==> config.mk <==
export PLATFORM = sky130hd
export DESIGN_NAME = imm_extend_pipe
export DESIGN_NICKNAME = d
export VERILOG_FILES = /design/src/rtl/imm_extend_pipe.sv
export SDC_FILE = /design/constraint.sdc
export NUM_CORES = 1
export LEC_CHECK = 0
export BUFFER_PORTS_ARGS = -buffer_cell sky130_fd_sc_hd__buf_4
export CAP_MARGIN = 20
export CORE_ASPECT_RATIO = 1.75
export CORE_MARGIN = 4
export CORE_UTILIZATION = 59
export DETAILED_ROUTE_END_ITERATION = 6
export PLACE_DENSITY = 0.8
export SKIP_LAST_GASP = 1
export SYNTH_ARGS = -nofsm -noshare
export SYNTH_HDL_FRONTEND = slang
export SYNTH_SLANG_ARGS = --single-unit
==> constraint.sdc <==
create_clock -name clk -period 3.4 [get_ports clk]
set_clock_uncertainty 0.2 [all_clocks]
set_input_delay 0.17 -clock clk [delete_from_list [all_inputs] [get_ports clk]]
set_output_delay 0.17 -clock clk [all_outputs]
set_load 0.005 [all_outputs]
==> src/rtl/imm_extend_pipe.sv <==
// ----------------------------------------------------------------------------
// imm_extend_pipe
//   Two-stage pipelined immediate extender for the 32-bit ARM-subset datapath.
//   It sits between decode and execute and has valid/ready handshaking on both
//   sides. Latency is fixed at two cycles, and it sustains one item per cycle.
//
// Parameters
//   WIDTH  : width of the extended immediate (legal range 26..64)
//   CNT_W  : width of the saturating illegal-mode counter
//
// Ports
//   clk          in   rising-edge clock
//   reset        in   synchronous, active-high reset
//   in_valid     in   Instr/ImmSrc valid this cycle
//   in_ready     out  block accepts input this cycle (combinational from out_ready)
//   Instr        in   instruction bits [23:0]
//   ImmSrc       in   extension mode
//   out_valid    out  ExtImm/ShCarry/ImmErr valid
//   out_ready    in   consumer accepts output this cycle
//   ExtImm       out  extended immediate
//   ShCarry      out  shifter carry-out of the rotated immediate (mode 011 only)
//   ImmErr       out  result came from an illegal ImmSrc
//   illegal_cnt  out  saturating count of accepted illegal-mode transfers
// ----------------------------------------------------------------------------
module imm_extend_pipe #(
    parameter int WIDTH = 32,
    parameter int CNT_W = 8
) (
    input  logic             clk,
    input  logic             reset,
    input  logic             in_valid,
    output logic             in_ready,
    input  logic [23:0]      Instr,
    input  logic [2:0]       ImmSrc,
    output logic             out_valid,
    input  logic             out_ready,
    output logic [WIDTH-1:0] ExtImm,
    output logic             ShCarry,
    output logic             ImmErr,
    output logic [CNT_W-1:0] illegal_cnt
);

    typedef enum logic [2:0] {
        IMM_ZX8  = 3'b000,
        IMM_ZX12 = 3'b001,
        IMM_BR   = 3'b010,
        IMM_ROT  = 3'b011,
        IMM_SX12 = 3'b100
    } imm_mode_e;

    // Stage S1: pre-rotation value, raw rotate amount, error flag
    logic             r_s1_valid;
    logic [WIDTH-1:0] r_s1_val;
    logic [4:0]       r_s1_amt;
    logic             r_s1_err;

    // Stage S2: final result, drives the outputs
    logic             r_s2_valid;
    logic [WIDTH-1:0] r_s2_imm;
    logic             r_s2_carry;
    logic             r_s2_err;

    logic [CNT_W-1:0] r_cnt;

    logic             w_s2_adv;
    logic             w_in_xfer;
    logic [WIDTH-1:0] w_pre;
    logic [4:0]       w_amt;
    logic             w_err;
    logic [6:0]       w_amt_ext;
    logic [6:0]       w_eff;
    logic [WIDTH-1:0] w_rot;
    logic             w_carry;

    assign w_s2_adv  = !r_s2_valid || out_ready;
    assign in_ready  = !r_s1_valid || w_s2_adv;
    assign w_in_xfer = in_valid && in_ready;

    // S1 decode: build the unrotated value for each mode
    always_comb begin
        w_pre = '0;
        w_amt = '0;
        w_err = 1'b0;
        case (ImmSrc)
            IMM_ZX8:  w_pre[7:0] = Instr[7:0];
            IMM_ZX12: w_pre[11:0] = Instr[11:0];
            IMM_BR: begin
                w_pre       = {WIDTH{Instr[23]}};
                w_pre[25:0] = {Instr, 2'b00};
            end
            IMM_ROT: begin
                w_pre[7:0] = Instr[7:0];
                w_amt      = {Instr[11:8], 1'b0};
            end
            IMM_SX12: begin
                w_pre       = {WIDTH{Instr[11]}};
                w_pre[11:0] = Instr[11:0];
            end
            default: w_err = 1'b1;
        endcase
    end

    // S2 rotate. The amount can reach 30, which exceeds narrow WIDTHs, so it
    // is reduced modulo WIDTH (a single subtraction suffices for WIDTH >= 26).
    // A zero effective amount makes the left shift equal WIDTH, giving zero.
    // Carry follows the raw amount, not the reduced one.
    always_comb begin
        w_amt_ext = {2'b00, r_s1_amt};
        w_eff     = w_amt_ext;
        if (w_amt_ext >= 7'(WIDTH)) begin
            w_eff = w_amt_ext - 7'(WIDTH);
        end
        w_rot   = (r_s1_val >> w_eff) | (r_s1_val << (7'(WIDTH) - w_eff));
        w_carry = (r_s1_amt != 5'd0) ? w_rot[WIDTH-1] : 1'b0;
    end

    always_ff @(posedge clk) begin
        if (reset) begin
            r_s1_valid <= 1'b0;
            r_s1_val   <= '0;
            r_s1_amt   <= '0;
            r_s1_err   <= 1'b0;
            r_s2_valid <= 1'b0;
            r_s2_imm   <= '0;
            r_s2_carry <= 1'b0;
            r_s2_err   <= 1'b0;
            r_cnt      <= '0;
        end else begin
            if (in_ready) begin
                r_s1_valid <= in_valid;
                if (in_valid) begin
                    r_s1_val <= w_pre;
                    r_s1_amt <= w_amt;
                    r_s1_err <= w_err;
                end
            end
            if (w_s2_adv) begin
                r_s2_valid <= r_s1_valid;
                if (r_s1_valid) begin
                    r_s2_imm   <= w_rot;
                    r_s2_carry <= w_carry;
                    r_s2_err   <= r_s1_err;
                end
            end
            if (w_in_xfer && w_err && (r_cnt != '1)) begin
                r_cnt <= r_cnt + CNT_W'(1);
            end
        end
    end

    assign out_valid   = r_s2_valid;
    assign ExtImm      = r_s2_imm;
    assign ShCarry     = r_s2_carry;
    assign ImmErr      = r_s2_err;
    assign illegal_cnt = r_cnt;

endmodule
* Word-level counts from Yosys, hierarchy flattened
Cells that the tools add are included.
** Operators by class
- Reductions and logical operators :: 14
- Equal/unequal tests :: 5
- Shift-type cells :: 2
- $add $sub $neg :: 2
- Bitwise gates (word level) :: 1
- Muxes and demuxes :: 6
** Operators with widths (number)
- 20-bit one-hot mux with 2 select lines :: 1
- 32-bit bitwise OR :: 1
- 32-bit by 7-bit << shifter with 32-bit output :: 1
- 32-bit by 5-bit >> shifter with 32-bit output :: 1
- 8-bit one-hot mux with 2 select lines :: 1
- 8-bit by 1-bit adder with 8-bit output, second input constant :: 1
- 8-bit != test, second input constant :: 1
- 4-bit one-hot mux with 2 select lines :: 1
- 6-bit by 5-bit subtractor with 7-bit output, first input constant :: 1
- 3-bit by 2-bit equality test with 1-bit output, second input constant :: 2
- 5-bit two-way mux :: 1
- 5-bit nonzero test :: 1
- 5-bit OR reduction :: 1
- 2-bit AND reduction :: 2
- 4-bit OR reduction :: 1
- 3-bit by 1-bit equality test with 1-bit output, second input constant :: 1
- 3-bit equality test, second input constant :: 1
- 1-bit logical AND :: 3
- 3-bit logical NOT :: 1
- 1-bit logical NOT :: 2
- 1-bit logical OR :: 2
- 1-bit two-way mux :: 2
- 2-bit OR reduction :: 1
** Word-level totals
- Flip-flop bits (word level) :: 82
- Output and inout bits :: 44
- Word-level logic and storage cells :: 39

* Logic depth before layout (Yosys ltp)
- Depth after elaboration :: 6
- Depth in mapped cells :: 13

* Worst setup path before layout
No wires, ideal clock.
- Kind :: register to register
- From :: register r_s1_amt[2]
- To :: register r_s2_imm[13] (netlist: ExtImm[13])
- Library setup time :: 132 ps
- Required time :: 3068 ps
- Setup slack :: 414 ps
- Path buffers :: 5
- Arrival time :: 2655 ps
- Stages on the path, launching flop included :: 13
- Cell sequence :: dfxtp_1 -> clkbuf_2 -> buf_2 -> buf_1 -> inv_1 -> ha_1 -> buf_2 -> buf_4 -> mux2_2 -> mux2i_1 -> mux2i_1 -> a221oi_1 -> nor3_1
** On the way
- Longest elaborated chain between the ends :: 3
- Elaborated cells between the ends (all ways) :: 4
** Ends and longest elaborated chain
- start, declared :: RTL line 54 : logic [4:0] r_s1_amt;
- start signal, assigned :: RTL line 133 : r_s1_amt <= w_amt;
- 6-bit by 5-bit subtractor with 7-bit output :: RTL line 113 : w_rot = (r_s1_val >> w_eff) | (r_s1_val << (7'(WIDTH) - w_eff));
- 32-bit by 7-bit << shifter with 32-bit output :: RTL line 113
- 32-bit bitwise OR * :: RTL line 113
- end signal, assigned :: RTL line 140 : r_s2_imm <= w_rot;
- end, declared :: RTL line 59 : logic [WIDTH-1:0] r_s2_imm;
Mark *: on every way between the ends. The rest lies on a longest branch, timed or not.
A chain may end at the register's enable or synchronous reset.

* Worst setup path after layout
- From :: register r_s1_amt[1]
- To :: register r_s2_imm[20] (netlist: ExtImm[20])
The elaborated chain is that of the path after synthesis.

==> flow_summary.yaml <==
final_layout:
  nNetsFinal: 764
  areaGrowthSynthToFinish_pct: 18.26
  drive_gt1_frac: 0.2133
  num_antenna_cells: 0
  design_area_mm2: 0.006490
  final_core_util: 0.7137
  final_common_cell: "nor2_1"
  final_cell_mix: "nor2_1, buf_4, nand2_1"
pwr:
  ir_worst_vdd_mv: 0.2786
  p_int_mw: 1.671
  p_leak_nw: 2.292
  power_frac_comb: 0.170
  p_switching_mw: 0.6170
  clock_power_share: 0.405
  swShare: 0.2697
  seq_power_share: 0.425
  power.density_mw_per_mm2: 352.5
cts:
  htreeDepth: 3
  root_buffer: "clkbuf_16"
  clkLatencyLatePin_ns: 0.34
  cts-hold-fix-buffers: 15
  cts.clk_slew.worst_paths_ns: 0.06
  clock_sinks: 75
  clock_path_buffers: 2
  cts_tree: "yes"
  cts_resized: 0
  cts_setup_buffers: 0
  cts_made_buffers: 9
timing:
  rsz0062_at_grt: "false"
  tns_ns: 0
  setup_viol: 0
  maxSlewHeadroom: 0.3854
  period_share: 0.8408
  min_period_ns: 2.859
  layout_setup_ws_ns: 0.5413
  worstMarginPinSlew_ns: 0.9157
  max_freq_mhz: 349.8
  holdWs_ns: 0.03030
  maxSlewViolCount: 0
  hold_viol: 0
global_routing:
  grt_pass1_vias: 5526
  grt_usage: 0.3444
  grt_pass1_wl_mm: 29.16
  antenna_found_initial: 0
  grt-ovfl-total: 0
  grt_max_degree: 76
logic_synthesis:
  syn_nets: 709
  synth.distinct_cells: 64
  ys_seq_elements: 75
  synth_edf_count: 0
  syn_avg_cell_area_um2: 8.118
  yosys_most_used_dff: "dfxtp_1"
  synth_area_mm2: 0.005488
  yosysSeqAreaShare: 0.2736
  yosys_warnings: 0
  async_flop_share: 0
  syn_inst: 676
floorplan:
  die_w_um: 80.91
  rows: 46
  dieArea_mm2: 0.01097
  ios: 75
  start_util: 0.6035
  core_region_area_mm2: 0.009094
  fp.dieH_um: 135.6
place:
  gp_congestion: 0.9921
  port-buffer-count: 74
  hpwl_mm: 13.22
  place_area_mm2: 0.006042
  dp_slack_ns: 0.5802
setup_path:
  arrival_ns: 2.85
  cp_slowest_cell: "ha_1"
  worst-path-buf-inv: 2
  crit_type: "reg -> reg"
  max_stage_delay_ns: 0.58
  crit_fanout: 25
  cp_top_family: "compound AO/OA/AOI/OAI gates"
  crit_path_start_kind: "flip-flop"
  required_ns: 3.40
  crit_path_cell_trace: "inv_2, ha_1, buf_12, mux2i_1, o21ai_0, a2111oi_0, nor3_1"
  worst_setup_path_end_kind: "flip-flop"
drt:
  vias: 5776
  drc_errors: 0
  via_per_inst: 6.748
  first_pass_iters: 6
  drt_iter0_markers: 720
  finalWirelength_mm: 18.22
  wire_per_inst_um: 21.29
  detail-route-antenna-nets: 0
worst_hold_path:
  hp-class: "in -> reg"
job:
  maxCapViolations: 0
status:
  status: "finished, final reports clean"
[sequential cells by signal (all words and copies together) (netlist names)]
signal,cells
r_s1_err,1
r_s1_amt,4
out_valid,1
r_s1_val,26
illegal_cnt,8
ImmErr,1
ShCarry,1
r_s1_valid,1
ExtImm,32
[power by group through the flow]
stage               registers (mW)  logic, mW  clock network, mW
floorplan                    0.972      0.233                  0
global placement             0.986      0.359                  0
detailed placement           0.989      0.364                  0
CTS                          0.970      0.380              0.927
global route                 0.975      0.422              0.962
finish                       0.971      0.389              0.927
[worst min-delay path, stage by stage]
cell and delay (ns):
buf_4 0.14, o211ai_1 0.10, o21ai_0 0.07, nor2_1 0.04
[logic make-up (layout without fill, tap and decap cells)]
| kind of cell | after synthesis | after routing | share of synthesized area |
|---|---|---|---|
| AOI/OAI and AO/OA | 193 | 193 | 0.2360 |
| and+or+nand+nor | 255 | 255 | 0.2111 |
| muxes | 69 | 69 | 0.1965 |
| xor gates and xnor gates | 10 | 10 | 0.01938 |
| buffers and inverters | 72 | 132 | 0.05882 |
| DFF | 75 | 75 | 0.2736 |
| adders and majority gates | 2 | 2 | 0.004559 |
[through the flow]
step           cells  power, mW
3_5_place_dp     824      1.353
2_1_floorplan    676      1.204
5_1_grt          856      2.360
3_3_place_gp     824      1.345
6_report         856      2.288
4_1_cts          855      2.277
[cell type report]
type,instances,area (um^2)
timing repair buffer,106,849.6
fill,749,2604
multi-input combinational,529,3664
tap,120,150.1
clock inverter,5,53.80
sequential,75,1503
clock buffer,11,232.7
inverter,10,37.54
[per-layer routing]
layer | GRT usage | vias up | part of all wire
met2 | 0.5727 | 367 | 0.50
met1 | 0.4069 | 2719 | 0.36
li1 | - | 2615 | -
met4 | 0.2030 | 0 | 0.058
met3 | 0.05992 | 75 | 0.083
met5 | 0 | - | 0
[final timing paths]
kind,startpoint,to,slack [ns],depth (start not counted)
max reg2reg,r_s1_amt[1],ExtImm[20],0.54,7
max,r_s1_amt[1],ExtImm[20],0.54,7
min,ImmSrc[2],r_s1_val[8],0.03,4
min reg2reg,r_s1_err,r_s1_err,0.26,2
[Yosys cell counts, types with 9 or more instances]
cell      count  area [um^2]
nand2b_1     10        62.56
nor2b_1       9        56.30
a211oi_1     20        150.1
dfxtp_1      75         1501
nor2_1       91        341.6
a311oi_1     12        105.1
nor3_1       18        90.09
buf_2        11        55.05
mux2_2       10        112.6
nand2_1      79        296.5
mux2i_1      29        290.3
nand3_1      12        60.06
o21ai_0      25        125.1
clkbuf_1     40        150.1
mux4_2       30        675.7
a21oi_1      62        310.3
Power figures use the tool's default switching activity.
